<file path="config.mk">
export PLATFORM = sky130hd
export DESIGN_NAME = rx_frame_writer
export DESIGN_NICKNAME = d
export VERILOG_FILES = /design/src/rtl/rx_frame_writer.sv
export SDC_FILE = /design/constraint.sdc
export NUM_CORES = 1
export LEC_CHECK = 0
export ABC_AREA = 0
export BUFFER_PORTS_ARGS = -buffer_cell sky130_fd_sc_hd__buf_4
export CAP_MARGIN = 10
export CORE_ASPECT_RATIO = 0.8
export CORE_MARGIN = 5
export CORE_UTILIZATION = 39
export CTS_BUF_LIST = sky130_fd_sc_hd__clkbuf_4
export DETAILED_ROUTE_END_ITERATION = 16
export PLACE_DENSITY = 0.65
export SLEW_MARGIN = 20
export SYNTH_ARGS = -nofsm -noshare
export SYNTH_HDL_FRONTEND = slang
export SYNTH_SLANG_ARGS = --single-unit
</file>
<file path="constraint.sdc">
create_clock -name clk156 -period 4.3 [get_ports clk156]
set_clock_uncertainty 0.15 [all_clocks]
set_input_delay 0.43 -clock clk156 [delete_from_list [all_inputs] [get_ports clk156]]
set_output_delay 0.43 -clock clk156 [all_outputs]
set_load 0.1 [all_outputs]
</file>
<file path="src/rtl/rx_frame_writer.sv">
// Writes MAC rx frames into the frame buffer behind a length header and publishes the commit pointer
// once a whole good frame has landed. Optional per-frame statistics via RX_FRAME_STATS_EN.
module rx_frame_writer #(
  parameter int ADDR_W        = 10,
  parameter int MAX_FRAME_QWS = 192
) (
  input  logic              clk156,
  input  logic              reset,
  input  logic [63:0]       rx_tdata,
  input  logic [7:0]        rx_tkeep,
  input  logic              rx_tvalid,
  input  logic              rx_tlast,
  input  logic              rx_tuser,
  input  logic [ADDR_W-1:0] commited_rd_address,
  output logic [ADDR_W-1:0] buf_wr_addr,
  output logic [63:0]       buf_wr_data,
  output logic              buf_wr_en,
  output logic [ADDR_W-1:0] commited_wr_address,
  output logic [31:0]       dropped_frames
`ifdef RX_FRAME_STATS_EN
  ,
  output logic [31:0]       good_frames,
  output logic [31:0]       bad_frames
`endif
);

  localparam logic [1:0] S_IDLE = 2'd0;
  localparam logic [1:0] S_DATA = 2'd1;
  localparam logic [1:0] S_HDR  = 2'd2;
  localparam logic [1:0] S_DROP = 2'd3;

  localparam int QW_W = $clog2(MAX_FRAME_QWS + 1);
  localparam logic [ADDR_W-1:0] ONE = ADDR_W'(1);
  localparam logic [ADDR_W-1:0] TWO = ADDR_W'(2);

  logic [1:0]        state_q, state_d;
  logic [ADDR_W-1:0] wr_ptr_q, wr_ptr_d;
  logic [ADDR_W-1:0] rd_q;
  logic [ADDR_W-1:0] fstart_q, fstart_d;
  logic [ADDR_W-1:0] cur_q, cur_d;
  logic [15:0]       byte_cnt_q, byte_cnt_d;
  logic [QW_W-1:0]   qw_cnt_q, qw_cnt_d;
  logic [ADDR_W-1:0] wa_q, wa_d;
  logic [63:0]       wd_q, wd_d;
  logic              we_q, we_d;
  logic [ADDR_W-1:0] commit_q, commit_d;
  logic [31:0]       drop_q, drop_d;
  logic              acc, drop_inc;
  logic [15:0]       kcnt;

  // One slot is always kept free so a full buffer never looks empty.
  function automatic logic blocked(input logic [ADDR_W-1:0] a, input logic [ADDR_W-1:0] rd);
    return (a + ONE) == rd;
  endfunction

  assign kcnt = 16'($countones(rx_tkeep));

  always_comb begin
    state_d    = state_q;
    wr_ptr_d   = wr_ptr_q;
    fstart_d   = fstart_q;
    cur_d      = cur_q;
    byte_cnt_d = byte_cnt_q;
    qw_cnt_d   = qw_cnt_q;
    wa_d       = wa_q;
    wd_d       = wd_q;
    we_d       = 1'b0;
    commit_d   = commit_q;
    acc        = 1'b0;
    drop_inc   = 1'b0;
    case (state_q)
      S_IDLE: if (rx_tvalid) begin
        if (blocked(wr_ptr_q + ONE, rd_q) || blocked(wr_ptr_q + TWO, rd_q)) begin
          drop_inc = 1'b1;
          if (!rx_tlast) state_d = S_DROP;
        end else begin
          acc        = 1'b1;
          we_d       = 1'b1;
          wa_d       = wr_ptr_q + ONE;
          wd_d       = rx_tdata;
          fstart_d   = wr_ptr_q;
          cur_d      = wr_ptr_q + TWO;
          byte_cnt_d = kcnt;
          qw_cnt_d   = QW_W'(1);
          state_d    = S_DATA;
        end
      end
      S_DATA: if (rx_tvalid) begin
        if (blocked(cur_q, rd_q) || qw_cnt_q == QW_W'(MAX_FRAME_QWS)) begin
          drop_inc = 1'b1;
          cur_d    = fstart_q;
          state_d  = rx_tlast ? S_IDLE : S_DROP;
        end else begin
          acc        = 1'b1;
          we_d       = 1'b1;
          wa_d       = cur_q;
          wd_d       = rx_tdata;
          cur_d      = cur_q + ONE;
          byte_cnt_d = byte_cnt_q + kcnt;
          qw_cnt_d   = qw_cnt_q + QW_W'(1);
        end
      end
      S_HDR: begin
        we_d     = 1'b1;
        wa_d     = fstart_q;
        wd_d     = {48'b0, byte_cnt_q};
        wr_ptr_d = cur_q;
        commit_d = cur_q;
        state_d  = S_IDLE;
        // A frame starting with no inter-frame gap cannot be headed in time.
        if (rx_tvalid) begin
          drop_inc = 1'b1;
          if (!rx_tlast) state_d = S_DROP;
        end
      end
      default: if (rx_tvalid && rx_tlast) state_d = S_IDLE;
    endcase
    if (acc && rx_tlast) begin
      if (rx_tuser) state_d = S_HDR;
      else begin
        cur_d   = fstart_d;
        state_d = S_IDLE;
      end
    end
    drop_d = (drop_inc && drop_q != '1) ? drop_q + 32'd1 : drop_q;
  end

  always_ff @(posedge clk156) begin
    if (reset) begin
      state_q    <= S_IDLE;
      wr_ptr_q   <= '0;
      rd_q       <= '0;
      fstart_q   <= '0;
      cur_q      <= '0;
      byte_cnt_q <= '0;
      qw_cnt_q   <= '0;
      wa_q       <= '0;
      wd_q       <= '0;
      we_q       <= 1'b0;
      commit_q   <= '0;
      drop_q     <= '0;
    end else begin
      state_q    <= state_d;
      wr_ptr_q   <= wr_ptr_d;
      rd_q       <= commited_rd_address;
      fstart_q   <= fstart_d;
      cur_q      <= cur_d;
      byte_cnt_q <= byte_cnt_d;
      qw_cnt_q   <= qw_cnt_d;
      wa_q       <= wa_d;
      wd_q       <= wd_d;
      we_q       <= we_d;
      commit_q   <= commit_d;
      drop_q     <= drop_d;
    end
  end

  assign buf_wr_addr         = wa_q;
  assign buf_wr_data         = wd_q;
  assign buf_wr_en           = we_q;
  assign commited_wr_address = commit_q;
  assign dropped_frames      = drop_q;

`ifdef RX_FRAME_STATS_EN
  logic [31:0] good_q, bad_q;

  always_ff @(posedge clk156) begin
    if (reset) begin
      good_q <= '0;
      bad_q  <= '0;
    end else begin
      if (state_q == S_HDR && good_q != '1) good_q <= good_q + 32'd1;
      if (acc && rx_tlast && !rx_tuser && bad_q != '1) bad_q <= bad_q + 32'd1;
    end
  end

  assign good_frames = good_q;
  assign bad_frames  = bad_q;
`endif

endmodule

</file>
==> summary.md, run 1 <==
| Metric | Value |
|---|---|
| Status | `complete, no violations` |
| Gpl congestion | `around 1` |
| Lkg Pwr | `5.017 nW` |
| Critical path endpoint category | `flop` |
| Post-synth cell types | `90` |
| GRT Total Usage | `22.17%` |
| Yosys warns | `0` |
| Cts bufs inserted | `17` |
| GRT overflow | `0` |
| CTS tree | `yes` |
| Met2 WL | `~15000 um` |
| Final setup vio count | `0` |
| Dpl hpwl | `23260 um` |
| Starting Density | `between 30% and 40%` |
| RSZ-0062 raised after global routing | `false` |
| Max layer used | `met4` |
| Ys flop type | `dfxtp_1` |
| Clock tree buffer depth | `2` |
| Multi-input gate area | `5988 um^2` |
| Final WL | `33610 um` |
| Register area | `3463 um^2` |
| Async SR Flop Fraction | `0%` |
| Power Dens Cells | `589.3 nW/um^2` |
| Post-synth EDFFs | `0` |
| DIE WIDTH | `189.8 um` |
| Final period utilization | `94.96%` |
| DRC | `0` |
| Top area cells in the synthesized netlist | `dfxtp_1 (34%), a21oi_1 (6.4%), o21ai_0 (4.9%), mux2i_1 (4.7%), nand4_1 (4.3%)` |
| Post-cts resize count | `0` |
| Synth Area in Compound Gates | `between 20% and 30%` |
| Number of global-route vias before repair | `9528` |
| Req. time, crit path | `4.62 ns` |
| Syn Area/Cell | `8.486 um^2` |
| Die Ht | `153.8 um` |
| CP arrival | `between 4 and 5 ns` |
| Design area | `between 10000 and 15000 um^2` |
| First-pass GRT wire length | `~53000 um` |
| Worst Path Max Fanout | `8` |
| Die ar. | `just under 30000 um^2` |
| Rows | `between 50 and 60` |
| Fillers | `2366` |
| Wl on met1 | `15350 um` |
| Seq cells post-synth | `173` |
| DRT iter0 DRCs | `877` |
| Nets | `1533` |
| Vias | `10213` |
| Synth Area in Adders | `3.475%` |
| Simple-gate share of the synthesized area | `20.81%` |
| Syn Inst Count | `1188` |
| DP Area | `11930 um^2` |
| First drt pass iteration count | `5` |
| Final Max Tran Viols | `0` |
| Synth-to-Final Area Change | `27.81%` |
| H-tree Lvls | `4` |
| Setup Crit Path Kind | `reg -> reg` |
| Initial antenna violation count | `1` |
| Period minus WS final | `4.083 ns` |
| Clock transition at path regs | `0.17 ns` |
| Share of cells above drive strength 1 | `a little under a quarter` |
| Vias per inst | `5.790` |
| Synth Area in XOR/XNOR | `5.622%` |
| Rel. slew slack | `37.91%` |
| Max Freq | `244.9 MHz` |
| Worst VDD drop | `0.0003999 V` |
| Main combinational cell family by area after synthesis | `compound AO/OA/AOI/OAI gates` |
| Top cell type's share of synthesized area | `about a third` |
| Core Region | `25370 um^2` |
| Post-DRT Antenna Nets | `0` |
| Synthesized Nets | `1300` |
| Sequential element share of the synthesized area | `34.36%` |
| Buffers on Ports | `203` |
| Worst Tran Pin Value | `approximately 0.9 ns` |
| Pin count of the biggest net entering global routing | `between 70 and 80` |
| Worst skew pair latency | `0.60 ns` |
| Met3 wire length | `around 2600 um` |
| Final Core Density | `between 50% and 60%` |
| Max Cap Viol | `0` |
| Post-Syn Area | `~10000 um^2` |
| Final Hold Viols | `0` |
| Setup crit start kind | `flop` |
| Mux contribution to synthesized area | `5.809%` |
| Hold crit path type | `in -> reg` |
| CTS Sinks | `173` |
| Post-detailed-route wirelength per cell | `19.05 um` |
| Root Driver | `clkbuf_4` |
| IO Pins | `204` |
| Post-synth top area cell | `dfxtp_1` |
-- placed cells by master (no fill, tap or decap), drive strengths merged, types with 14 or more instances in the layout --
cell type    Yosys  routed
clkbuf          53      17
and3            14      14
nand3           37      37
a21oi          132     132
nand2           78      78
dfxtp          173     173
mux2i           48      48
inv             31      34
nand4           71      71
ha              20      20
nor2b           24      24
nor2            58      58
o21ai          103     103
dlygate4sd3      0      61
a211oi          20      20
buf             48     254
xnor2           36      36
xor2            21      21
or3             30      30
-- layer usage --
layer / vias to the layer above / global-route usage, %
met5: - / 0
met1: 4878 / 32.20
met4: 0 / 5.992
li1: 4866 / -
met3: 48 / 5.077
met2: 421 / 33.09
-- cells in the mapped netlist (all sizes together) (3+ instances only) --
master	instances
a2111o	3
a211oi	20
a21boi	3
a21o	8
a21oi	132
a221o	4
a221oi	10
a22oi	3
a31oi	4
a32oi	3
and2	11
and3	14
and4	8
buf	48
clkbuf	53
dfxtp	173
fa	5
ha	20
inv	31
mux2	9
mux2i	48
nand2	78
nand2b	4
nand3	37
nand4	71
nor2	58
nor2b	24
nor3	13
nor4	11
o2111ai	5
o211ai	5
o21a	4
o21ai	103
o22ai	4
o2bb2ai	3
o311ai	4
o31ai	13
o32a	8
o41ai	3
or2	5
or3	30
or4	11
xnor2	36
xor2	21
-- state kept, by name (all words and copies together), names as in the netlist --
register / cells
buf_wr_data: 64
dropped_frames: 32
fstart_q: 10
cur_q: 10
buf_wr_addr: 10
commited_wr_address: 10
qw_cnt_q: 8
rd_q: 10
byte_cnt_q: 16
state_q: 2
buf_wr_en: 1
-- cell families after synthesis --
group,count (synthesis)
AO/OA/AOI/OAI,356
buffers and inverters,134
AND/OR/NAND/NOR,384
multiplexers,57
flip-flops,173
adder cells (fa/ha/maj),25
XOR/XNOR,59
-- cell type report --
cell class	instances	area share (%)
Clock inverter	14	1.486
Multi-Input combinational cell	881	46.47
Inverter	33	0.9614
Antenna cell	7	0.1359
Sequential cell	173	26.88
Clock buffer	17	0.9905
Tap cell	324	3.146
Timing Repair Buffer	315	19.93
-- worst max-delay path: stages (launching register included) --
cell and delay, ns:
dfxtp_1 0.56, inv_1 0.16, ha_1 0.41, nor2_1 0.14, and4_1 0.27, and3_1 0.21
xnor3_1 0.23, nand4_1 0.27, o311ai_4 0.68, o21ai_4 0.15, and2_1 0.32, o32a_1 0.39
-- stage by stage --
| stage | hold slack [ns] | worst slack, ns | total power, mW | cells | setup TNS (ns) |
|---|---|---|---|---|---|
| CTS | 0.007367 | 0.3053 | 7.602 | 1756 | 0 |
| floorplan | 0.2986 | 0.01203 | 5.419 | 1188 | 0 |
| global route | 0.005413 | 0.02421 | 7.955 | 1761 | 0 |
| finish | 0.05412 | 0.2165 | 7.593 | 1764 | 0 |
| global placement | 0.3028 | -0.02983 | 6.425 | 1664 | -0.07010 |
| detailed placement | 0.3146 | -0.1325 | 6.464 | 1664 | -0.5001 |
-- where the power goes --
group / total [mW] / switching, mW / leakage [nW] / internal (mW)
clock network: 1.09 / 0.628 / 0.162 / 0.460
logic: 4.42 / 3.24 / 3.44 / 1.18
registers: 2.09 / 0.199 / 1.41 / 1.89
-- worst paths after layout --
| kind | startpoint | slack, ns | depth (start not counted) | endpoint |
|---|---|---|---|---|
| worst max-delay path | commited_wr_address[0] | 0.22 | 11 | cur_q[6] |
| worst min-delay path | rx_tdata[12] | 0.05 | 3 | buf_wr_data[12] |
| worst max register to register | commited_wr_address[0] | 0.22 | 11 | cur_q[6] |
| worst min register to register | buf_wr_data[24] | 0.33 | 2 | buf_wr_data[24] |
-- what timing repair did --
| action | 4_1_cts | 5_1_grt |
|---|---|---|
| setup endpoints to repair | 0 | 2 |
| hold buffers | 61 | 0 |
| hold endpoints to repair | 61 | 0 |
| setup buffers | 0 | 1 |
Note: power is estimated with default switching activity, not from simulation.
==> run 2, diff against run 1 <==
--- a/config.mk
+++ b/config.mk
@@ -13,7 +13,8 @@
 export CORE_UTILIZATION = 39
 export CTS_BUF_LIST = sky130_fd_sc_hd__clkbuf_4
 export DETAILED_ROUTE_END_ITERATION = 16
-export PLACE_DENSITY = 0.65
+export PLACE_DENSITY = 0.64
+export SETUP_SLACK_MARGIN = 0.3
 export SLEW_MARGIN = 20
 export SYNTH_ARGS = -nofsm -noshare
 export SYNTH_HDL_FRONTEND = slang
==> constraint.sdc (replaced) <==
create_clock -name clk156 -period 4.6 [get_ports clk156]
set_clock_uncertainty 0.15 [all_clocks]
set_input_delay 0.46 -clock clk156 [delete_from_list [all_inputs] [get_ports clk156]]
set_output_delay 0.46 -clock clk156 [all_outputs]
set_load 0.1 [all_outputs]
==> summary.md, run 2 (same netlist as run 1, synthesis figures left out) <==
| Metric | Value |
|---|---|
| Crit path max-delay cell type | `or4_1 (was o311ai_4)` |
| Critical path, cell by cell | `ha_1 -> buf_4 -> and4_1 -> nand3_1 -> xnor2_1 -> nand3_1 -> xor2_2 -> o311a_1 -> a31oi_4 -> or4_1 -> a21oi_1 (was inv_1 -> ha_1 -> nor2_1 -> and4_1 -> and3_1 -> xnor3_1 -> nand4_1 -> o311ai_4 -> o21ai_4 -> and2_1 -> o32a_1)` |
| Commonest non-fill, non-tap cells in the layout | `buf_4 (231), dfxtp_1 (170), a21oi_1 (128), o21ai_0 (98), nand2_1 (78) (was buf_4 (250), dfxtp_1 (173), a21oi_1 (129), o21ai_0 (99), nand2_1 (78))` |
| First-pass GRT wire length | `52540 um (was 52910 um)` |
| GRT Total Usage | `22.07% (was 22.17%)` |
| Max Cap Viol | `0 (unchanged)` |
| Crit-path leading delay family | `simple AND/OR/NAND/NOR gates (was compound AO/OA/AOI/OAI gates)` |
| Final Core Density | `50.28% (was 50.78%)` |
| Starting Density | `39.73% (unchanged)` |
| Dpl hpwl | `23310 um (was 23260 um)` |
| Setup Crit Path Kind | `reg -> reg (unchanged)` |
| Worst Path Max Fanout | `36 (was 8)` |
| Buffers on Ports | `203 (unchanged)` |
| Final WL | `33130 um (was 33610 um)` |
| Hold crit path type | `in -> reg (unchanged)` |
| Power Dens Cells | `542.9 nW/um^2 (was 589.3 nW/um^2)` |
| Most common cell after layout, fill and taps aside | `buf_4 (unchanged)` |
| Req. time, crit path | `4.99 ns (was 4.62 ns)` |
| Beginning of the critical path | `commited_wr_address[1] (was commited_wr_address[0])` |
| Cts bufs inserted | `17 (unchanged)` |
| H-tree Lvls | `4 (unchanged)` |
| Die ar. | `29180 um^2 (unchanged)` |
| Root Driver | `clkbuf_4 (unchanged)` |
| Critical path endpoint category | `flop (unchanged)` |
| RSZ-0062 raised after global routing | `true (was false)` |
| Max incr delay on CP | `0.62 ns (was 0.68 ns)` |
| Share of cells above drive strength 1 | `23.57% (was 23.94%)` |
| Number of global-route vias before repair | `9600 (was 9528)` |
| Hold Crit Start | `rx_tdata[9] (was rx_tdata[12])` |
| Nets | `1516 (was 1533)` |
| Setup crit start kind | `flop (unchanged)` |
| DRC | `0 (unchanged)` |
| Gpl congestion | `0.8936 (was 0.9758)` |
| DIE WIDTH | `189.8 um (unchanged)` |
| GRT overflow | `0 (unchanged)` |
| Lkg Pwr | `4.931 nW (was 5.017 nW)` |
| Post-detailed-route wirelength per cell | `19.02 um (was 19.05 um)` |
| Rel. slew slack | `47.12% (was 37.91%)` |
| CP Buf/Inv Count | `1 (unchanged)` |
| DRT iter0 DRCs | `972 (was 877)` |
| Final Hold Viols | `0 (unchanged)` |
| Most used cell, CP | `nand3_1` |
| Rows | `52 (unchanged)` |
| DP Area | `11840 um^2 (was 11930 um^2)` |
| Clock tree buffer depth | `2 (unchanged)` |
| Core Region | `25370 um^2 (unchanged)` |
| Final period utilization | `88.56% (was 94.96%)` |
| CTS tree | `yes (unchanged)` |
| Post-DRT Antenna Nets | `0 (unchanged)` |
| Hold Path Depth | `3 (unchanged)` |
| Period minus WS final | `4.074 ns (was 4.083 ns)` |
| IO Pins | `204 (unchanged)` |
| Die Ht | `153.8 um (unchanged)` |
| CTS Sinks | `173 (unchanged)` |
| Synth-to-Final Area Change | `26.55% (was 27.81%)` |
| CP arrival | `4.47 ns (was 4.41 ns)` |
| Reg2reg path depth | `11 (unchanged)` |
| Clock transition at path regs | `0.18 ns (was 0.17 ns)` |
| First drt pass iteration count | `5 (unchanged)` |
| Initial antenna violation count | `2 (was 1)` |
| Vias | `10010 (was 10213)` |
| Number of setup buffers added after CTS | `0 (unchanged)` |
| Worst Tran Pin Value | `0.7932 ns (was 0.9257 ns)` |
| Final Max Tran Viols | `0 (unchanged)` |
| Post-route setup TNS | `0 ns (unchanged)` |
| Design area | `12760 um^2 (was 12880 um^2)` |
| Status | `complete, no violations (unchanged)` |
| Vias per inst | `5.746 (was 5.790)` |
| Worst skew pair latency | `0.62 ns (was 0.60 ns)` |
| Worst VDD drop | `0.0005476 V (was 0.0003999 V)` |
| Final setup vio count | `0 (unchanged)` |
| Critical Path Stages | `11 (unchanged)` |
| Hold WS | `0.04797 ns (was 0.05412 ns)` |
| Max reg flops | `64 (unchanged)` |
| Max Freq | `245.5 MHz (was 244.9 MHz)` |
| Pin count of the biggest net entering global routing | `64 (was 71)` |
| Reg2reg start | `commited_wr_address[1] (was commited_wr_address[0])` |
-- run 2: cell types whose count changed in the layout (fill, tap and decap cells not counted), moves of 2 or more --
cell / before / now
buf_12: 4 / 6
buf_4: 250 / 231
bufinv_16: 4 / 2
clkbuf_4: 17 / 19
dfxtp_1: 173 / 170
dfxtp_2: 0 / 3
diode_2: 7 / 1
-- run 2: path summary, 6_finish.rpt --
| path | slack [ns] | endpoint |
|---|---|---|
| worst min-delay path | 0.05 | buf_wr_data[9] |
| worst max register to register | 0.53 | byte_cnt_q[6] |
| worst min register to register | 0.33 | buf_wr_data[54] |
| worst max-delay path | 0.53 | byte_cnt_q[6] |
-- run 2: report_power, final --
group	internal [mW]	total (mW)	switching (mW)	leakage [nW]
registers	1.77	1.98	0.209	1.41
logic	1.05	4.03	2.98	3.37
clock network	0.337	0.925	0.588	0.147
total	3.15	6.93	3.77	4.93
-- run 2: area by class of cell --
class	instances	area, um^2
clock inverter	13	140.1
inverter	33	123.9
timing repair buffer	298	2465
tap	324	405.4
sequential	173	3467
antenna	1	2.502
multi-input combinational	881	6011
clock buffer	19	142.6
fill	2404	12620
-- run 2: worst reg2reg max path, delay by kind of cell, from the launching register on --
kind	cells	cell delay (ns)
AO/OA/AOI/OAI	3	1.01
XOR/XNOR	2	0.65
adder cells (fa/ha/maj)	1	0.34
buffers and inverters	1	0.22
flip-flops	1	0.39
AND/OR/NAND/NOR	4	1.25
-- run 2: metrics by stage --
step	power (mW)	worst slack, ns	instances
6_report	6.926	0.5261	1742
5_1_grt	7.254	0.2905	1742
4_1_cts	6.932	0.4093	1739
3_5_place_dp	5.967	0.1521	1648
3_3_place_gp	5.928	0.2149	1648
2_1_floorplan	5.068	0.3809	1188
-- run 2: routing by layer --
metal / part of all wire, % / wire length, um / track usage, % / vias to the layer above
li1: - / - / - / 4824
met1: 46 / 15270 / 31.43 / 4771
met2: 44 / 14580 / 33.16 / 360
met3: 7.4 / 2461 / 5.666 / 53
met4: 2.4 / 804 / 6.129 / 2
met5: 0.039 / 13 / 0 / -
-- run 2: what timing repair did --
| item | 4_1_cts | 5_1_grt |
|---|---|---|
| resized for setup | 1 | 6 |
| endpoints found under the setup margin | 3 | 98 |
| pin swaps | 0 | 1 |
| endpoints found under the hold margin | 60 | 2 |
| hold buffers | 59 | 2 |
==> run 3, diff against run 2 <==
--- a/config.mk
+++ b/config.mk
@@ -5,7 +5,7 @@
 export SDC_FILE = /design/constraint.sdc
 export NUM_CORES = 1
 export LEC_CHECK = 0
-export ABC_AREA = 0
+export ABC_AREA = 1
 export BUFFER_PORTS_ARGS = -buffer_cell sky130_fd_sc_hd__buf_4
 export CAP_MARGIN = 10
 export CORE_ASPECT_RATIO = 0.8
==> summary.md, run 3 <==
| Metric | Value |
|---|---|
| Post-DRT Antenna Nets | `0 (unchanged)` |
| Post-detailed-route wirelength per cell | `15.65 um (was 19.02 um)` |
| Req. time, crit path | `4.95 ns (was 4.99 ns)` |
| DIE WIDTH | `195.4 um (was 189.8 um)` |
| Final Max Tran Viols | `0 (unchanged)` |
| Final period utilization | `86.05% (was 88.56%)` |
| Worst Path Max Fanout | `5 (was 36)` |
| DRT iter0 DRCs | `913 (was 972)` |
| Commonest cells in the netlist | `nand2_1 (628), nor2_1 (239), dfxtp_1 (173) (was dfxtp_1 (173), a21oi_1 (129), o21ai_0 (99))` |
| RSZ-0062 raised after global routing | `false (was true)` |
| Worst slack, placed | `0.05954 ns (was 0.1521 ns)` |
| IO Pins | `204 (unchanged)` |
| Dpl hpwl | `26750 um (was 23310 um)` |
| Root Driver | `clkbuf_4 (unchanged)` |
| Design area | `13300 um^2 (was 12760 um^2)` |
| Die ar. | `30920 um^2 (was 29180 um^2)` |
| Final setup margin | `0.6415 ns (was 0.5261 ns)` |
| First drt pass iteration count | `6 (was 5)` |
| Synth Area in Compound Gates | `8.428% (was 23.56%)` |
| Hold crit path type | `in -> reg (unchanged)` |
| Beginning of the critical path | `rx_tkeep[0] (was commited_wr_address[1])` |
| Final std cells w/o fill | `2345 (was 1742)` |
| Post-cts resize count | `0 (was 1)` |
| Core Region | `27160 um^2 (was 25370 um^2)` |
| Synth Area in XOR/XNOR | `4.331% (was 5.622%)` |
| Share of cells above drive strength 1 | `14.70% (was 23.57%)` |
| Period minus WS final | `3.959 ns (was 4.074 ns)` |
| Number of global-route vias before repair | `10829 (was 9600)` |
| Rel. slew slack | `35.56% (was 47.12%)` |
| Status | `complete, no violations (unchanged)` |
| Reg2reg end | `dropped_frames[1] (was byte_cnt_q[6])` |
| Nets | `2079 (was 1516)` |
| Seq cells post-synth | `173 (unchanged)` |
| Yosys warns | `0 (unchanged)` |
| Simple-gate share of the synthesized area | `42.07% (was 20.81%)` |
| Post-synth EDFFs | `0 (unchanged)` |
| CTS tree | `yes (unchanged)` |
| FF-to-FF setup slack | `0.83 ns (was 0.53 ns)` |
| Post-synth cell types | `42 (was 90)` |
| Placed cells | `2261 (was 1648)` |
| Setup crit start kind | `input pin (was flop)` |
| DP Area | `12490 um^2 (was 11840 um^2)` |
| Worst Tran Pin Value | `0.9666 ns (was 0.7932 ns)` |
| Post-route setup TNS | `0 ns (unchanged)` |
| Worst VDD drop | `0.0004901 V (was 0.0005476 V)` |
| Worst skew pair latency | `0.60 ns (was 0.62 ns)` |
| Synth Area in Adders | `3.268% (was 3.475%)` |
| Most common cell after layout, fill and taps aside | `nand2_1 (was buf_4)` |
| Gpl congestion | `0.9871 (was 0.8936)` |
| Worst Hold End | `buf_wr_data[17] (was buf_wr_data[9])` |
| GRT Total Usage | `23.17% (was 22.07%)` |
| Die Ht | `158.3 um (was 153.8 um)` |
| Setup Crit Path Kind | `in -> reg (was reg -> reg)` |
| Reg2reg path depth | `18 (was 11)` |
| Post-Syn Area | `10720 um^2 (was 10080 um^2)` |
| Initial antenna violation count | `2 (unchanged)` |
| Main combinational cell family by area after synthesis | `simple AND/OR/NAND/NOR gates (was compound AO/OA/AOI/OAI gates)` |
| Commonest non-fill, non-tap cells in the layout | `nand2_1 (628), nor2_1 (238), buf_4 (231), dfxtp_1 (173), inv_1 (149) (was buf_4 (231), dfxtp_1 (170), a21oi_1 (128), o21ai_0 (98), nand2_1 (78))` |
| Ys flop type | `dfxtp_1 (unchanged)` |
| Final WL | `36710 um (was 33130 um)` |
| Lkg Pwr | `6.330 nW (was 4.931 nW)` |
| Async SR Flop Fraction | `0% (unchanged)` |
| Reg2reg start | `commited_wr_address[1] (unchanged)` |
| Clock transition at path regs | `0.14 ns (was 0.18 ns)` |
| Max Freq | `252.6 MHz (was 245.5 MHz)` |
| CP arrival | `4.31 ns (was 4.47 ns)` |
| First-pass GRT wire length | `58020 um (was 52540 um)` |
| Mux contribution to synthesized area | `0% (was 5.809%)` |
| Top area cells in the synthesized netlist | `dfxtp_1 (32%), nand2_1 (22%), nor2_1 (8.4%), nand3_1 (5.5%), inv_1 (5.3%) (was dfxtp_1 (34%), a21oi_1 (6.4%), o21ai_0 (4.9%), mux2i_1 (4.7%), nand4_1 (4.3%))` |
| Vias | `11830 (was 10010)` |
| Most numerous cell in the Yosys netlist | `nand2_1 (was dfxtp_1)` |
| Hold Crit Start | `rx_tdata[17] (was rx_tdata[9])` |
| CTS Sinks | `173 (unchanged)` |
| Vias per inst | `5.045 (was 5.746)` |
| Buffers on Ports | `203 (unchanged)` |
| Final setup vio count | `0 (unchanged)` |
| Post-synth top area cell | `dfxtp_1 (unchanged)` |
| Cts bufs inserted | `17 (unchanged)` |
| Top cell type's share of synthesized area | `32.31% (was 34.36%)` |
| Final Hold Viols | `0 (unchanged)` |
| Syn Area/Cell | `6.125 um^2 (was 8.486 um^2)` |
| H-tree Lvls | `4 (unchanged)` |
| Pin count of the biggest net entering global routing | `71 (was 64)` |
| Clock tree buffer depth | `2 (unchanged)` |
| Critical path endpoint category | `flop (unchanged)` |
| Syn Inst Count | `1750 (was 1188)` |
| Synthesized Nets | `1862 (was 1300)` |
| Max Cap Viol | `0 (unchanged)` |
| Starting Density | `39.46% (was 39.73%)` |
| Synth-to-Final Area Change | `24.03% (was 26.55%)` |
| Hold Path Depth | `5 (was 3)` |
| DRC | `0 (unchanged)` |
| Max reg flops | `64 (unchanged)` |
| Rows | `54 (was 52)` |
| GRT overflow | `0 (unchanged)` |
| Power Dens Cells | `633.1 nW/um^2 (was 542.9 nW/um^2)` |
| Sequential element share of the synthesized area | `32.31% (was 34.36%)` |
[run 3: layer usage]
layer	vias up	track usage (%)	part of all wire (%)
met5	-	0	0.035
met4	2	5.317	1.4
met3	43	6.156	9.8
met2	515	33.51	40
met1	5294	34.43	48
li1	5976	-	-
[run 3: logic make-up after synthesis]
family                   count (synthesis)
buffers and inverters                  241
AO/OA/AOI/OAI                          172
AND/OR/NAND/NOR                       1086
XOR/XNOR                                53
flip-flops                             173
adder cells (fa/ha/maj)                 25
[run 3: how the worst max path moves through the flow]
stage / end / slack (ns) / depth (start not counted)
floorplan: byte_cnt_q[13] / 0.46 / 18
global placement: byte_cnt_q[13] / 0.15 / 19
detailed placement: byte_cnt_q[13] / 0.06 / 19
CTS: byte_cnt_q[13] / 0.70 / 19
global route: byte_cnt_q[13] / 0.35 / 19
finish: byte_cnt_q[13] / 0.64 / 19
[run 3: layout make-up]
cell class / instances / area (um^2)
diodes: 1 / 2.502
clock buffers: 18 / 135.1
clock inverters: 14 / 156.4
fillers: 2787 / 13870
inverters: 156 / 588.1
multi-input cells: 1336 / 6230
flip-flops and latches: 173 / 3463
well taps: 364 / 455.4
repair buffers: 283 / 2265
[run 3: per-stage QoR]
| step | hold WS [ns] | utilization, % | power, mW |
|---|---|---|---|
| finish | 0.05451 | 48.95 | 8.417 |
| global route | 0.03501 | 48.95 | 8.956 |
| CTS | 0.002140 | 48.94 | 8.409 |
| detailed placement | 0.3103 | 45.99 | 7.417 |
| global placement | 0.3058 | 45.99 | 7.385 |
| floorplan | 0.2932 | - | 6.180 |
[run 3: power by group]
part / internal [mW] / switching, mW / leakage (nW)
Clock: 0.342 / 0.610 / 0.155
Sequential: 1.86 / 0.297 / 1.42
Combinational: 1.24 / 4.06 / 4.76
[run 3: repair_timing]
item | in CTS | in global routing
hold buffers | 51 | 0
endpoints found under the hold margin | 61 | 0
buffers inserted | 0 | 0
[run 3: worst max-delay path, cell delays in order]
cell and delay (ns):
buf_4 0.11, fa_1 0.52, inv_1 0.05, fa_1 0.45
fa_1 0.49, inv_1 0.04, ha_1 0.19, fa_1 0.39
xor2_1 0.17, ha_1 0.36, nand3_1 0.09, nand2_1 0.14
nand2_1 0.09, a21oi_1 0.22, nand2_1 0.10, xor2_1 0.15
nor2_1 0.08, nand2_1 0.06, a21oi_1 0.15
